$ cat config.mk
export PLATFORM = sky130hd
export DESIGN_NAME = probe_scheduler
export DESIGN_NICKNAME = d
export VERILOG_FILES = /design/src/rtl/probe_scheduler_pkg.sv /design/src/rtl/probe_scheduler_lfsr.sv /design/src/rtl/probe_scheduler.sv
export SDC_FILE = /design/constraint.sdc
export NUM_CORES = 1
export LEC_CHECK = 0
export BUFFER_PORTS_ARGS = -buffer_cell sky130_fd_sc_hd__buf_2
export CAP_MARGIN = 10
export CORE_MARGIN = 2
export CORE_UTILIZATION = 52
export CTS_CLUSTER_SIZE = 28
export DETAILED_ROUTE_END_ITERATION = 8
export HOLD_SLACK_MARGIN = 0.06
export PLACE_DENSITY = 0.83
export SETUP_SLACK_MARGIN = 0.4
export SKIP_LAST_GASP = 1
export SYNTH_ARGS = -nofsm -noshare
export SYNTH_HDL_FRONTEND = slang
export SYNTH_SLANG_ARGS = --single-unit
$ cat constraint.sdc
create_clock -name clk -period 3.05 [get_ports clk]
set_clock_uncertainty 0.1 [all_clocks]
set_input_delay 0.305 -clock clk [delete_from_list [all_inputs] [get_ports clk]]
set_output_delay 0.305 -clock clk [all_outputs]
set_load 0.01 [all_outputs]
$ cat src/rtl/probe_scheduler_pkg.sv
// Shared types and constants for the rtt_probe launch scheduler.
// FSM encodings, minimum probe length, LFSR seed/taps, word-count helper.
package probe_scheduler_pkg;

    typedef enum logic [2:0] {
        PS_IDLE   = 3'd0,
        PS_ARM    = 3'd1,
        PS_REQ    = 3'd2,
        PS_ACTIVE = 3'd3
    } ps_state_e;

    localparam int unsigned PS_MIN_LEN = 60;

    // Fibonacci taps 16,14,13,11 -> state bits 15,13,12,10
    localparam logic [15:0] PS_LFSR_SEED = 16'hACE1;
    localparam logic [15:0] PS_LFSR_TAPS = 16'hB400;

    // ceil(len/8), 13-bit result
    function automatic logic [12:0] ps_words(input logic [15:0] len);
        return 13'(({1'b0, len} + 17'd7) >> 3);
    endfunction

endpackage

$ cat src/rtl/probe_scheduler_lfsr.sv
// 16-bit Fibonacci LFSR used to jitter the probe slot timer.
// Ports: clk, reset (async active-low), step_i advances, state_o current value.
module probe_lfsr16
    import probe_scheduler_pkg::*;
(
    input  logic        clk,
    input  logic        reset,
    input  logic        step_i,
    output logic [15:0] state_o
);

    logic [15:0] state_q;
    logic [15:0] state_d;

    always_comb begin
        state_d = state_q;
        if (step_i) begin
            state_d = {state_q[14:0], ^(state_q & PS_LFSR_TAPS)};
        end
    end

    always_ff @(posedge clk or negedge reset) begin
        if (!reset) begin
            state_q <= PS_LFSR_SEED;
        end else begin
            state_q <= state_d;
        end
    end

    assign state_o = state_q;

endmodule

$ cat src/rtl/probe_scheduler.sv
// Paces probe launches into the rtt_probe generator; stamps length/sequence.
// Ports: cfg_* from register block, pass_busy defers launches, gen_* handshake,
// sent_cnt/overrun_cnt/sched_state status. Macro PROBE_SCHED_JITTER_EN adds
// cfg_jitter_mask and an LFSR-jittered slot reload.
module probe_scheduler
    import probe_scheduler_pkg::*;
#(
    parameter int unsigned PERIOD_WIDTH = 32,
    parameter int unsigned SEQ_WIDTH    = 32,
    parameter int unsigned MIN_LEN      = PS_MIN_LEN
) (
    input  logic                    clk,
    input  logic                    reset,
    input  logic                    cfg_enable,
    input  logic                    cfg_trigger,
    input  logic [PERIOD_WIDTH-1:0] cfg_period,
    input  logic [15:0]             cfg_burst,
    input  logic [15:0]             cfg_len,
    input  logic                    pass_busy,
    output logic                    gen_req,
    input  logic                    gen_ack,
    input  logic                    gen_done,
    output logic [15:0]             gen_len,
    output logic [12:0]             gen_words,
    output logic [SEQ_WIDTH-1:0]    gen_seq,
    output logic [31:0]             sent_cnt,
    output logic [15:0]             overrun_cnt,
    output logic [2:0]              sched_state
`ifdef PROBE_SCHED_JITTER_EN
    ,
    input  logic [15:0]             cfg_jitter_mask
`endif
);

    localparam logic [15:0] MIN_LEN16 = 16'(MIN_LEN);

    ps_state_e               state_q, state_d;
    logic [PERIOD_WIDTH-1:0] timer_q, timer_d;
    logic [PERIOD_WIDTH-1:0] wait_q, wait_d;
    logic [15:0]             remaining_q, remaining_d;
    logic                    burst_q, burst_d;
    logic                    missed_q, missed_d;
    logic                    req_q, req_d;
    logic [15:0]             len_q, len_d;
    logic [12:0]             words_q, words_d;
    logic [SEQ_WIDTH-1:0]    seq_q, seq_d;
    logic [31:0]             sent_q, sent_d;
    logic [15:0]             ovr_q, ovr_d;

    logic [PERIOD_WIDTH-1:0] per_m1;
    logic [PERIOD_WIDTH-1:0] reload;
    logic [PERIOD_WIDTH-1:0] timer_dec;
    logic [15:0]             len_clamp;
    logic [15:0]             ovr_inc;
    logic                    slot_open;

    assign per_m1    = (cfg_period == '0) ? '0
                                          : cfg_period - PERIOD_WIDTH'(1);
    assign timer_dec = (timer_q == '0) ? '0 : timer_q - PERIOD_WIDTH'(1);
    assign len_clamp = (cfg_len < MIN_LEN16) ? MIN_LEN16 : cfg_len;
    assign ovr_inc   = (ovr_q == 16'hFFFF) ? ovr_q : ovr_q + 16'd1;

    // Request one cycle before the timer expires so the registered
    // gen_req meets an instant ack exactly one period after the last ack.
    assign slot_open = (timer_q <= PERIOD_WIDTH'(1));

`ifdef PROBE_SCHED_JITTER_EN
    logic [15:0] lfsr;
    logic        lfsr_step;

    assign lfsr_step = (state_q == PS_REQ) && gen_ack;

    probe_lfsr16 u_lfsr (
        .clk     (clk),
        .reset   (reset),
        .step_i  (lfsr_step),
        .state_o (lfsr)
    );

    assign reload = per_m1 + PERIOD_WIDTH'(lfsr & cfg_jitter_mask);
`else
    assign reload = per_m1;
`endif

    always_comb begin
        state_d     = state_q;
        timer_d     = timer_dec;
        wait_d      = '0;
        remaining_d = remaining_q;
        burst_d     = burst_q;
        missed_d    = missed_q;
        req_d       = req_q;
        len_d       = len_q;
        words_d     = words_q;
        seq_d       = seq_q;
        sent_d      = sent_q;
        ovr_d       = ovr_q;
        unique case (state_q)
            PS_IDLE: begin
                if (cfg_enable && cfg_burst == 16'd0) begin
                    state_d = PS_ARM;
                    burst_d = 1'b0;
                end else if (cfg_enable && cfg_trigger) begin
                    state_d     = PS_ARM;
                    burst_d     = 1'b1;
                    remaining_d = cfg_burst;
                end
            end
            PS_ARM: begin
                if (!cfg_enable) begin
                    state_d = PS_IDLE;
                end else if (slot_open && !pass_busy) begin
                    state_d = PS_REQ;
                    req_d   = 1'b1;
                    len_d   = len_clamp;
                    words_d = ps_words(len_clamp);
                end else if (timer_q == '0) begin
                    // Blocked by pass-through: one overrun per lost period.
                    if (wait_q == per_m1) begin
                        ovr_d = ovr_inc;
                    end else begin
                        wait_d = wait_q + PERIOD_WIDTH'(1);
                    end
                end
            end
            PS_REQ: begin
                if (gen_ack) begin
                    state_d  = PS_ACTIVE;
                    req_d    = 1'b0;
                    timer_d  = reload;
                    missed_d = 1'b0;
                end
            end
            PS_ACTIVE: begin
                if (gen_done) begin
                    sent_d = sent_q + 32'd1;
                    seq_d  = seq_q + SEQ_WIDTH'(1);
                    if (burst_q) begin
                        remaining_d = remaining_q - 16'd1;
                    end
                    if (!cfg_enable || (burst_q && remaining_q == 16'd1)) begin
                        state_d = PS_IDLE;
                    end else begin
                        state_d = PS_ARM;
                    end
                end else if (timer_q == '0 && !missed_q) begin
                    ovr_d    = ovr_inc;
                    missed_d = 1'b1;
                end
            end
            default: state_d = PS_IDLE;
        endcase
    end

    always_ff @(posedge clk or negedge reset) begin
        if (!reset) begin
            state_q     <= PS_IDLE;
            timer_q     <= '0;
            wait_q      <= '0;
            remaining_q <= '0;
            burst_q     <= 1'b0;
            missed_q    <= 1'b0;
            req_q       <= 1'b0;
            len_q       <= '0;
            words_q     <= '0;
            seq_q       <= '0;
            sent_q      <= '0;
            ovr_q       <= '0;
        end else begin
            state_q     <= state_d;
            timer_q     <= timer_d;
            wait_q      <= wait_d;
            remaining_q <= remaining_d;
            burst_q     <= burst_d;
            missed_q    <= missed_d;
            req_q       <= req_d;
            len_q       <= len_d;
            words_q     <= words_d;
            seq_q       <= seq_d;
            sent_q      <= sent_d;
            ovr_q       <= ovr_d;
        end
    end

    assign gen_req     = req_q;
    assign gen_len     = len_q;
    assign gen_words   = words_q;
    assign gen_seq     = seq_q;
    assign sent_cnt    = sent_q;
    assign overrun_cnt = ovr_q;
    assign sched_state = state_q;

endmodule

==> summary.txt, run 1 <==
Timing
  • Fin. Hold Viols: 0
  • Fin crit share: 1.09
  • Slew Limit Headroom: 0.294
  • Endpoints failing setup: 23
  • RSZ-0062 raised after global routing: yes
  • Final worst slack: -266 ps
  • Pins Over Slew Limit: 0
  • Min cycle time layout: between 3000 and 4000 ps
  • FMAX: about 0.30 GHz
  • Worst Tran Pin Value: approximately 1100 ps

Global route
  • Initial antenna violation count: 0
  • Met2 global-route usage: 0.525
  • Gr busiest metal: met2
  • Routing usage on met3: 0.0566
  • Largest net degree at the start of global routing: 72
  • GRT overflow: 0
  • Vias in the first global route: around 11000
  • First-pass GRT wire length: 54000 um
  • Total GRT Usage: 0.304
  • Routing usage on met1: 0.372

Critical path
  • Setup CP Type: input pin to flop
  • Worst R2R Setup Slack: -210 ps
  • Worst path required time: about 3300 ps
  • Crit Path Max Fanout: 8
  • Critical Path AT: between 3000 and 4000 ps
  • Worst Setup End Kind: flop
  • Setup crit start kind: input pin

Synthesis
  • Yosys cell types: 76
  • Synth area leader: dfrtp_1
  • Synth Instances: 1192
  • Synth Warn #: 0
  • Synth Net Count: between 1000 and 1500
  • Synth area leaders: dfrtp_1 44%, xnor2_1 8.8%, xor2_1 5.9%, nor2_1 4.6%, nand2_1 4.3%
  • Asr flop ratio synth: 1.00
  • Post-synth EDFFs: 0
  • Commonest cells post-synth: 194 x dfrtp_1, 135 x nor2_1, 127 x nand2_1
  • FF+latch count, synth: roughly 190
  • Mapped cell area: roughly 0.011 mm^2
  • Most frequent cell after synthesis: dfrtp_1
  • Seq/Total Area, Yosys: 0.442
  • Synth top area share: 0.442
  • Mean Syn Cell Area: a little over 9 um^2
  • Top_reg_cell synth: dfrtp_1

Drt
  • Via count: 11100
  • Initial drt markers: approximately 940
  • Antenna viol nets, final: 0
  • WL/cell: slightly above 20 um
  • First drt pass iteration count: 5
  • DRC viols: 0
  • Vias per cell: 6.05
  • Total Wirelength: between 30000 and 40000 um

Power
  • Leak: 7.16 nW
  • Power Dens Cells: 445 mW/mm^2
  • Tot Pwr: about 0.0069 W
  • Worst VDD drop: between 0.0004 and 0.0005 V

Clock tree
  • Clock buffers created by TritonCTS: 17
  • CTS clk-pin slew, worst paths: 80 ps
  • CTS H-tree lvls: 4
  • TritonCTS clock tree: built
  • Clk Latency, worst-skew pair: 440 ps
  • Clock sinks: between 150 and 200
  • Max clock buf depth: 2
  • Root buf cell: clkbuf_16

Floorplan
  • IO Count: 184
  • Core area: about 0.021 mm^2
  • Die Wd: 149 um
  • Initial core utilization: 0.526
  • Num rows: 53
  • Die span in y: between 100 and 150 um
  • Die Footprint: roughly 0.022 mm^2

Layout
  • P&R area growth vs syn: 42.0%
  • Diodes inserted: 0
  • Fin nets: roughly 1600
  • Final cell count without fillers: 1841
  • Share of cells above drive strength 1: 0.367

Status
  • Status: complete, but fails checks
  • Violated checks: setup timing

Place
  • Hpwl dp: 23500 um
  • Placer Congestion: 0.954
  • Buffers on Ports: between 150 and 200
  • Cell Count Post-Placement: 1766

Worst hold path
  • HP Class: input pin to flop

Flow run
  • Number of max-cap violations: 0
-- report_power, final --
group / switching, W / internal, W / total [W]
Combinational: 0.000775 / 0.000689 / 0.00146
Sequential: 0.000317 / 0.00284 / 0.00315
Clock: 0.00118 / 0.00114 / 0.00232
-- metrics by stage --
| stage | instance area, um^2 | util | TNS (ps) | hold slack, ps | setup slack (ps) |
|---|---|---|---|---|---|
| 2_1_floorplan | 11100 | - | -1510 | -90.6 | -170 |
| 3_3_place_gp | 13400 | 0.641 | -15150 | 251 | -518 |
| 3_5_place_dp | 13400 | 0.641 | -19390 | 250 | -575 |
| 4_1_cts | 14800 | 0.710 | -268 | 61.4 | -49.7 |
| 5_1_grt | 15600 | 0.746 | -3930 | 71.4 | -314 |
| 6_report | 15600 | 0.746 | -2430 | 77.6 | -266 |
-- path summary, 6_finish.rpt --
check	end	from	cells after the start
max in group asynchronous	gen_len[4]	reset	3
worst max-delay path	overrun_cnt[2]	cfg_period[1]	16
worst min-delay path	remaining_q[2]	cfg_burst[2]	3
min in group asynchronous	gen_seq[24]	reset	2
worst min register to register	gen_seq[7]	gen_seq[7]	1
worst max register to register	overrun_cnt[2]	timer_q[15]	13
-- logic make-up after synthesis --
| logic type | synth area share |
|---|---|
| XOR/XNOR | 0.147 |
| multiplexers | 0.00581 |
| AO/OA/AOI/OAI | 0.0939 |
| adder cells (fa/ha/maj) | 0.0114 |
| buffers and inverters | 0.0294 |
| other | 0.000342 |
| AND/OR/NAND/NOR | 0.270 |
| flip-flops | 0.442 |
-- flip-flops by register name (all words and copies together) (netlist names), 2 cells and up --
| name | flops |
|---|---|
| overrun_cnt | 16 |
| timer_q | 32 |
| gen_seq | 32 |
| gen_words | 13 |
| gen_len | 16 |
| remaining_q | 16 |
| sent_cnt | 32 |
| wait_q | 32 |
| sched_state | 2 |
-- layer usage --
| layer | wire length (um) | part of all wire |
|---|---|---|
| met1 | 14200 | 0.38 |
| met2 | 18900 | 0.50 |
| met3 | 2780 | 0.074 |
| met4 | 1730 | 0.046 |
| met5 | 0 | 0 |
-- layout make-up --
cell class | instances | area, um^2
clock buffers | 17 | 425
clock inverters | 15 | 201
fillers | 1326 | 5300
inverters | 21 | 78.8
multi-input cells | 925 | 6750
flip-flops and latches | 194 | 4850
well taps | 275 | 344
repair buffers | 394 | 2930
-- placed cells by master, fill, tap and decap left out, types with 7 or more instances in the layout --
| cell type | synthesis | layout |
|---|---|---|
| buf_2 | 1 | 176 |
| clkbuf_16 | 0 | 18 |
| ha_1 | 10 | 9 |
| buf_12 | 0 | 8 |
| nor3_2 | 10 | 9 |
| or4_1 | 15 | 7 |
| and4_1 | 8 | 7 |
| nand2b_1 | 8 | 8 |
| nor4_4 | 1 | 10 |
| nand3b_1 | 7 | 7 |
| nand2_1 | 127 | 89 |
| buf_4 | 4 | 159 |
| xor2_1 | 74 | 73 |
| nor4_1 | 33 | 22 |
| nand2_2 | 0 | 15 |
| dfrtp_1 | 194 | 194 |
| or3_1 | 17 | 13 |
| clkinv_8 | 0 | 7 |
| inv_1 | 21 | 18 |
| or4_4 | 1 | 9 |
| and2_1 | 9 | 8 |
| nor2_1 | 135 | 125 |
| o22ai_1 | 34 | 34 |
| nand4_1 | 40 | 40 |
| nor3_1 | 48 | 33 |
| nand2_4 | 0 | 21 |
| a21oi_1 | 24 | 22 |
| nand3_1 | 50 | 47 |
| o21ai_0 | 46 | 34 |
| xnor2_1 | 110 | 108 |
| and3_1 | 23 | 21 |
| nor3_4 | 1 | 17 |
| buf_6 | 3 | 28 |
| dlygate4sd3_1 | 0 | 11 |
-- timing repair --
action | in CTS | in global routing
hold buffers | 11 | 0
buffers inserted | 12 | 12
hold endpoints to repair | 78 | 0
setup endpoints to repair | 112 | 123
resized for setup | 95 | 135
cloned | 7 | 1
pin swaps | 45 | 40
-- critical path: stages --
cell	delay, ps
buf_2	120
inv_2	60
ha_4	140
nor4b_4	180
buf_4	180
and4_1	280
nand4_1	190
mux2i_2	280
xor2_1	220
o211ai_1	180
nor4_4	430
a41oi_4	240
buf_12	200
buf_8	150
nor3_4	160
xor2_1	230
No activity file was read; power rests on OpenSTA's default activity.
==> inputs of run 2 (changes only) <==
--- a/config.mk
+++ b/config.mk
@@ -7,8 +7,8 @@
 export LEC_CHECK = 0
 export BUFFER_PORTS_ARGS = -buffer_cell sky130_fd_sc_hd__buf_2
 export CAP_MARGIN = 10
-export CORE_MARGIN = 2
-export CORE_UTILIZATION = 52
+export CORE_MARGIN = 1
+export CORE_UTILIZATION = 55
 export CTS_CLUSTER_SIZE = 28
 export DETAILED_ROUTE_END_ITERATION = 8
 export HOLD_SLACK_MARGIN = 0.06
==> constraint.sdc (replaced) <==
create_clock -name clk -period 3.39 [get_ports clk]
set_clock_uncertainty 0.1 [all_clocks]
set_input_delay 0.339 -clock clk [delete_from_list [all_inputs] [get_ports clk]]
set_output_delay 0.339 -clock clk [all_outputs]
set_load 0.01 [all_outputs]
==> run 2 against run 1 <==
Against the previous run: the run now ends clean; final cell count decreased by 3.1%; total power shrank 13%; design area decreased by 7.0%; highest routed layer unchanged; setup slack improved by 520 ps.
==> summary.txt, run 2 (synthesis results as in run 1) <==
Status
  • Status: completed

Drt
  • Vias per cell: 5.89 (-2.7%)
  • First drt pass iteration count: 5 (unchanged)
  • WL/cell: 18.0 um (-12%)
  • Total Wirelength: 32100 um (-15%)
  • Via count: 10500 (-5.7%)
  • Antenna viol nets, final: 0 (unchanged)
  • DRC viols: 0 (unchanged)
  • Initial drt markers: 957 (+2.0%)

Place
  • DP Area: 0.0131 mm^2 (-2.4%)
  • Hpwl dp: 22100 um (-5.8%)
  • Buffers on Ports: 182 (unchanged)
  • Placer Congestion: 0.940 (-1.5%)
  • Pre-CTS WS: -364 ps (+211 ps)
  • Cell Count Post-Placement: 1722 (-2.5%)

Floorplan
  • Die span in y: 143 um (-4.0%)
  • Num rows: 51 (-3.8%)
  • Core area: 0.0195 mm^2 (-6.5%)
  • IO Count: 184 (unchanged)
  • Die Footprint: 0.0205 mm^2 (-7.9%)
  • Die Wd: 143 um (-4.0%)
  • Initial core utilization: 0.562 (+0.0367)

Layout
  • Diodes inserted: 0 (unchanged)
  • Final instance area: 0.0145 mm^2 (-7.0%)
  • Final cell count without fillers: 1784 (-3.1%)
  • Number of fillers in the final layout: 1357 (+2.3%)
  • Reg area: 0.00486 mm^2 (about the same)
  • Most frequent cells in the layout: 193 x dfrtp_1, 177 x buf_2, 141 x buf_4
  • P&R area growth vs syn: 32.0%
  • Fin nets: 1587 (-2.9%)
  • Share of cells above drive strength 1: 0.300 (-0.0670)
  • Multi-input logic area: 0.00622 mm^2 (-7.9%)
  • Commonest non-fill, non-tap cell in the layout: dfrtp_1

Power
  • P_int: 0.00412 W (-12%)
  • NetSw: 0.00193 W (-15%)
  • Power Dens Cells: 417 mW/mm^2 (-6.3%)
  • Clock group share of total power: 0.355 (+0.020)
  • Leak: 6.68 nW (-6.7%)
  • Sw Share: 0.319 (-0.00912)
  • Register share of total power: 0.465 (+0.010)
  • Worst VDD drop: 0.000481 V (+17%)
  • Combinational fraction of design power: 0.180 (-0.031)

Critical path
  • Critical path cell sequence: buf_8 > or4_4 > or4_4 > a22oi_2 > nand3b_1 > nor4b_2 > nand4_1 > nor4_4 > a41oi_4 > buf_4 > nor4_2 > xor2_1
  • CP max-delay cell: or4_4
  • Most frequent CP cell: or4_4
  • Setup CP Type: input pin to flop
  • Worst path required time: 3660 ps (+370 ps)
  • Critical Path AT: 3410 ps (-140 ps)
  • Worst Setup End Kind: flop
  • Top Family by Delay on Critical Path: simple AND/OR/NAND/NOR gates
  • Worst path max stage delay: 540 ps (+110 ps)
  • Crit Path Max Fanout: 8 (unchanged)
  • Buffers & Inverters on Critical Path: 2 (-3)
  • Setup crit start kind: input pin

Timing
  • Fin. Hold Viols: 0 (unchanged)
  • Slew Limit Headroom: 0.555 (+0.261)
  • RSZ-0062 raised after global routing: yes
  • Final worst slack: 251 ps (+517 ps)
  • Setup tns final: 0 ps (+2430 ps)
  • Final Hold Slack: 84.7 ps (+7.14 ps)
  • Worst Tran Pin Value: 661 ps (-396 ps)
  • Min cycle time layout: between 3000 and 4000 ps
  • FMAX: approximately 0.32 GHz
  • Endpoints failing setup: 0 (-100%)
  • Pins Over Slew Limit: 0 (unchanged)
  • Fin crit share: 0.926

Clock tree
  • Clock buffers created by TritonCTS: 17 (unchanged)
  • TritonCTS clock tree: built
  • Clk Latency, worst-skew pair: 450 ps (about the same)
  • Max clock buf depth: 2 (unchanged)
  • Root buf cell: clkbuf_16
  • CTS clk-pin slew, worst paths: 80 ps (about the same)
  • CTS H-tree lvls: 4 (unchanged)
  • Clock sinks: 194 (unchanged)

Global route
  • Largest net degree at the start of global routing: 80 (+11%)
  • First-pass GRT wire length: 49300 um (-8.7%)
  • Vias in the first global route: 9906 (-8.0%)
  • Total GRT Usage: 0.307 (+0.00303)
  • GRT overflow: 0 (unchanged)
  • Initial antenna violation count: 0 (unchanged)

Flow run
  • Number of max-cap violations: 0 (unchanged)

Worst hold path
  • HP Class: input pin to flop
-- run 2: cell type report --
type	count	area share
clock buffers	17	0.0294
clock inverters	15	0.0149
inverters	21	0.00579
multi-input cells	925	0.429
flip-flops and latches	194	0.335
well taps	265	0.0229
repair buffers	347	0.163
-- run 2: repair_timing --
item                                    4_1_cts  5_1_grt
hold buffers                                 12        0
cloned                                        0        3
pin swaps                                    13       17
setup buffers                                12        2
resized for setup                            39       55
endpoints found under the hold margin        87        0
endpoints found under the setup margin       76       80
-- run 2: power groups by stage --
stage	registers (W)	clock network, W	logic (W)
global placement	0.00281	0	0.000919
floorplan	0.00279	0	0.000576
detailed placement	0.00282	0	0.000949
global route	0.00284	0.00227	0.00120
finish	0.00281	0.00214	0.00109
CTS	0.00279	0.00216	0.00104
-- run 2: routing by layer --
| metal | vias to the layer above | GRT usage | share of wire |
|---|---|---|---|
| met5 | - | 0 | 0 |
| met3 | 81 | 0.0656 | 0.072 |
| li1 | 4846 | - | - |
| met1 | 5091 | 0.395 | 0.41 |
| met2 | 487 | 0.505 | 0.48 |
| met4 | 0 | 0.122 | 0.036 |
-- run 2: stage by stage --
step | total power [W] | utilization
floorplan | 0.00336 | -
global placement | 0.00373 | 0.670
detailed placement | 0.00377 | 0.670
CTS | 0.00600 | 0.724
global route | 0.00631 | 0.742
finish | 0.00604 | 0.742
-- run 2: tightest hold or removal path, stage by stage --
cell and delay, ps:
buf_2 110, nand2_1 70, o21ai_0 70
-- run 2: final timing paths --
check / from / endpoint / slack, ps / cells past startpoint
max: cfg_period[22] / overrun_cnt[14] / 250 / 12
min: cfg_burst[0] / remaining_q[0] / 80 / 3
max reg2reg: timer_q[26] / gen_words[12] / 250 / 8
min reg2reg: gen_len[13] / gen_len[13] / 380 / 2
max in group asynchronous: reset / timer_q[31] / 1910 / 3
min in group asynchronous: reset / gen_seq[26] / 360 / 2
==> inputs of run 3 (changes only) <==
--- a/config.mk
+++ b/config.mk
@@ -11,6 +11,7 @@
 export CORE_UTILIZATION = 55
 export CTS_CLUSTER_SIZE = 28
 export DETAILED_ROUTE_END_ITERATION = 8
+export GPL_TIMING_DRIVEN = 0
 export HOLD_SLACK_MARGIN = 0.06
 export PLACE_DENSITY = 0.83
 export SETUP_SLACK_MARGIN = 0.4
==> run 3 against run 2 <==
Against the previous run: the flow now finishes with violations (setup timing); total power shrank 2.9%; sequential share of layout area grew 0.17 points; count of clock-buffer cells in the layout grew 2; first-iteration DRC count grew 13%; maximum frequency shrank 8.8%; flip-flop and latch count is the same; via count grew 0.83%; largest cell class unchanged; highest routed layer is now met5.
==> summary.txt, run 3 (synthesis results as in run 1) <==
Power
  • NetSw: 0.00182 W (-5.4%)
  • P_int: 0.00404 W (-1.8%)
  • Sw Share: 0.311 (-0.00823)
  • Leak: 6.45 nW (-3.4%)
  • Register share of total power: 0.483 (+0.018)
  • Combinational fraction of design power: 0.182 (+0.002)
  • Tot Pwr: 0.00587 W (-2.9%)
  • Clock group share of total power: 0.335 (-0.020)
  • Power Dens Cells: 407 mW/mm^2 (-2.5%)
  • Worst VDD drop: 0.000407 V (-15%)

Timing
  • Final worst slack: -52.3 ps (-304 ps)
  • Slew Limit Headroom: 0.355 (-0.200)
  • Fin. Hold Viols: 0 (unchanged)
  • Fin crit share: 1.02 (+0.0896)
  • Pins Over Slew Limit: 0 (unchanged)
  • Min cycle time layout: 3440 ps (+304 ps)
  • RSZ-0062 raised after global routing: yes
  • FMAX: 0.291 GHz (-8.8%)
  • Endpoints failing setup: 11 (+11)
  • Worst Tran Pin Value: 961 ps (+299 ps)
  • Setup tns final: -251 ps (-251 ps)

Critical path
  • Worst path max stage delay: 480 ps (-60 ps)
  • Crit Path Max Fanout: 6 (-2)
  • Setup crit start kind: input pin
  • Critical register-to-register path startpoint: timer_q[16]
  • Setup CP Type: input pin to flop
  • Worst path required time: 3620 ps (-40 ps)
  • Critical path cell sequence: buf_2 > nor4_1 > nand4_1 > or4_1 > and2_1 > o311ai_1 > nand4_1 > nor4_4 > a41oi_4 > nor2_2 > mux2_4
  • Reg-to-Reg End: overrun_cnt[10]
  • Most frequent CP cell: nand4_1
  • Worst Setup End Kind: flop
  • CP max-delay cell: or4_1
  • Worst r2r path cells: 12 (+4)
  • Worst R2R Setup Slack: 160 ps (-90 ps)
  • Critical Path AT: 3670 ps (+260 ps)

Global route
  • Vias in the first global route: 9568 (-3.4%)
  • Largest net degree at the start of global routing: 100 (+25%)
  • Total GRT Usage: 0.299 (-0.00809)
  • Routing usage on met3: 0.0613 (-0.00433)
  • Routing usage on met1: 0.389 (-0.00594)
  • Gr busiest metal: met2
  • First-pass GRT wire length: 47700 um (-3.3%)
  • Initial antenna violation count: 1 (+1)
  • Met2 global-route usage: 0.495 (-0.0103)
  • GRT overflow: 0 (unchanged)

Layout
  • Diodes inserted: 0 (unchanged)
  • Reg area: 0.00486 mm^2 (unchanged)
  • Fin nets: 1536 (-3.2%)
  • Number of fillers in the final layout: 1338 (-1.4%)
  • Final cell count without fillers: 1733 (-2.9%)
  • Most frequent cells in the layout: 193 x dfrtp_1, 177 x buf_2, 109 x xnor2_1
  • Multi-input logic area: 0.00656 mm^2 (+5.6%)
  • Commonest non-fill, non-tap cell in the layout: dfrtp_1
  • Final instance area: 0.0144 mm^2 (-0.50%)
  • P&R area growth vs syn: 31.3%
  • Share of cells above drive strength 1: 0.311 (+0.0118)

Clock tree
  • Max clock buf depth: 2 (unchanged)
  • Root buf cell: clkbuf_16
  • Clock sinks: 194 (unchanged)
  • Clock buffers created by TritonCTS: 17 (unchanged)
  • CTS clk-pin slew, worst paths: 80 ps (about the same)
  • TritonCTS clock tree: built
  • CTS H-tree lvls: 4 (unchanged)
  • Clk Latency, worst-skew pair: 440 ps (about the same)

Floorplan
  • Die span in y: 143 um (unchanged)
  • Die Wd: 143 um (unchanged)
  • Num rows: 51 (unchanged)
  • Initial core utilization: 0.562 (unchanged)
  • Die Footprint: 0.0205 mm^2 (unchanged)
  • Core area: 0.0195 mm^2 (unchanged)
  • IO Count: 184 (unchanged)

Worst hold path
  • Hold Crit Start: cfg_len[8]
  • HP Class: input pin to flop
  • Hold Path Sink: gen_len[8]
  • Hold path depth: 3 (unchanged)

Status
  • Violated checks: setup timing
  • Status: complete, but fails checks

Drt
  • First drt pass iteration count: 7 (+2)
  • Via count: 10600 (+0.83%)
  • Total Wirelength: 33600 um (+4.9%)
  • WL/cell: 19.4 um (+8.0%)
  • Vias per cell: 6.11 (+3.8%)
  • Initial drt markers: 1085 (+13%)
  • DRC viols: 0 (unchanged)
  • Antenna viol nets, final: 0 (unchanged)

Flow run
  • Number of max-cap violations: 0 (unchanged)

Place
  • Buffers on Ports: 180 (-1.1%)
  • Cell Count Post-Placement: 1638 (-4.9%)
  • Placer Congestion: 0.969 (+3.1%)
  • Hpwl dp: 21500 um (-2.6%)
  • DP Area: 0.0123 mm^2 (-5.8%)
run 3: routing by layer:
| metal | vias up | routed length (um) |
|---|---|---|
| met5 | - | 12 |
| met4 | 2 | 1010 |
| met3 | 95 | 3100 |
| met2 | 648 | 16300 |
| met1 | 5101 | 13200 |
| li1 | 4746 | - |
run 3: stage by stage:
stage / setup slack, ps / hold slack [ps] / utilization
final: -52.3 / 72.9 / 0.738
after global routing: -141 / 61.3 / 0.738
after CTS: 92.4 / 62.2 / 0.693
after detailed placement: -900 / 322 / 0.631
after global placement: -1260 / 347 / 0.629
after floorplan: 136 / -56.6 / -
run 3: layout make-up:
cell class                 count  share of cell area
sequential                   194               0.337
clock buffer                  19              0.0314
inverter                      21             0.00581
buffer                        51              0.0282
clock inverter                13             0.00833
multi-input combinational    925               0.455
tap                          265              0.0230
timing repair buffer         245               0.111
run 3: repair_timing:
action / in CTS / in global routing
cloned: 3 / 7
gates resized for setup: 89 / 159
endpoints found under the setup margin: 109 / 111
hold buffers: 6 / 1
buffers inserted: 21 / 26
hold endpoints to repair: 103 / 1
pin swaps: 14 / 52
run 3: critical path, delay by kind of cell:
family / cells / cell delay (ps)
simple gates: 7 / 2260
mux: 1 / 310
compound gates: 2 / 590
buf+inv: 1 / 140
run 3: power by group through the flow:
stage	Sequential, W	Combinational [W]	Clock (W)
6_report	0.00283	0.00107	0.00197
5_1_grt	0.00286	0.00116	0.00207
4_1_cts	0.00279	0.000965	0.00199
3_5_place_dp	0.00282	0.000883	0
3_3_place_gp	0.00281	0.000845	0
2_1_floorplan	0.00279	0.000576	0
run 3: how the worst max path moves through the flow:
stage,start,to,cells after the start,slack [ps]
global route,cfg_period[10],overrun_cnt[14],12,-140
detailed placement,cfg_period[0],overrun_cnt[1],14,-900
floorplan,cfg_period[4],overrun_cnt[1],11,140
CTS,cfg_period[4],overrun_cnt[15],13,90
finish,cfg_period[10],overrun_cnt[1],11,-50
global placement,reset,gen_words[8],1,-1260
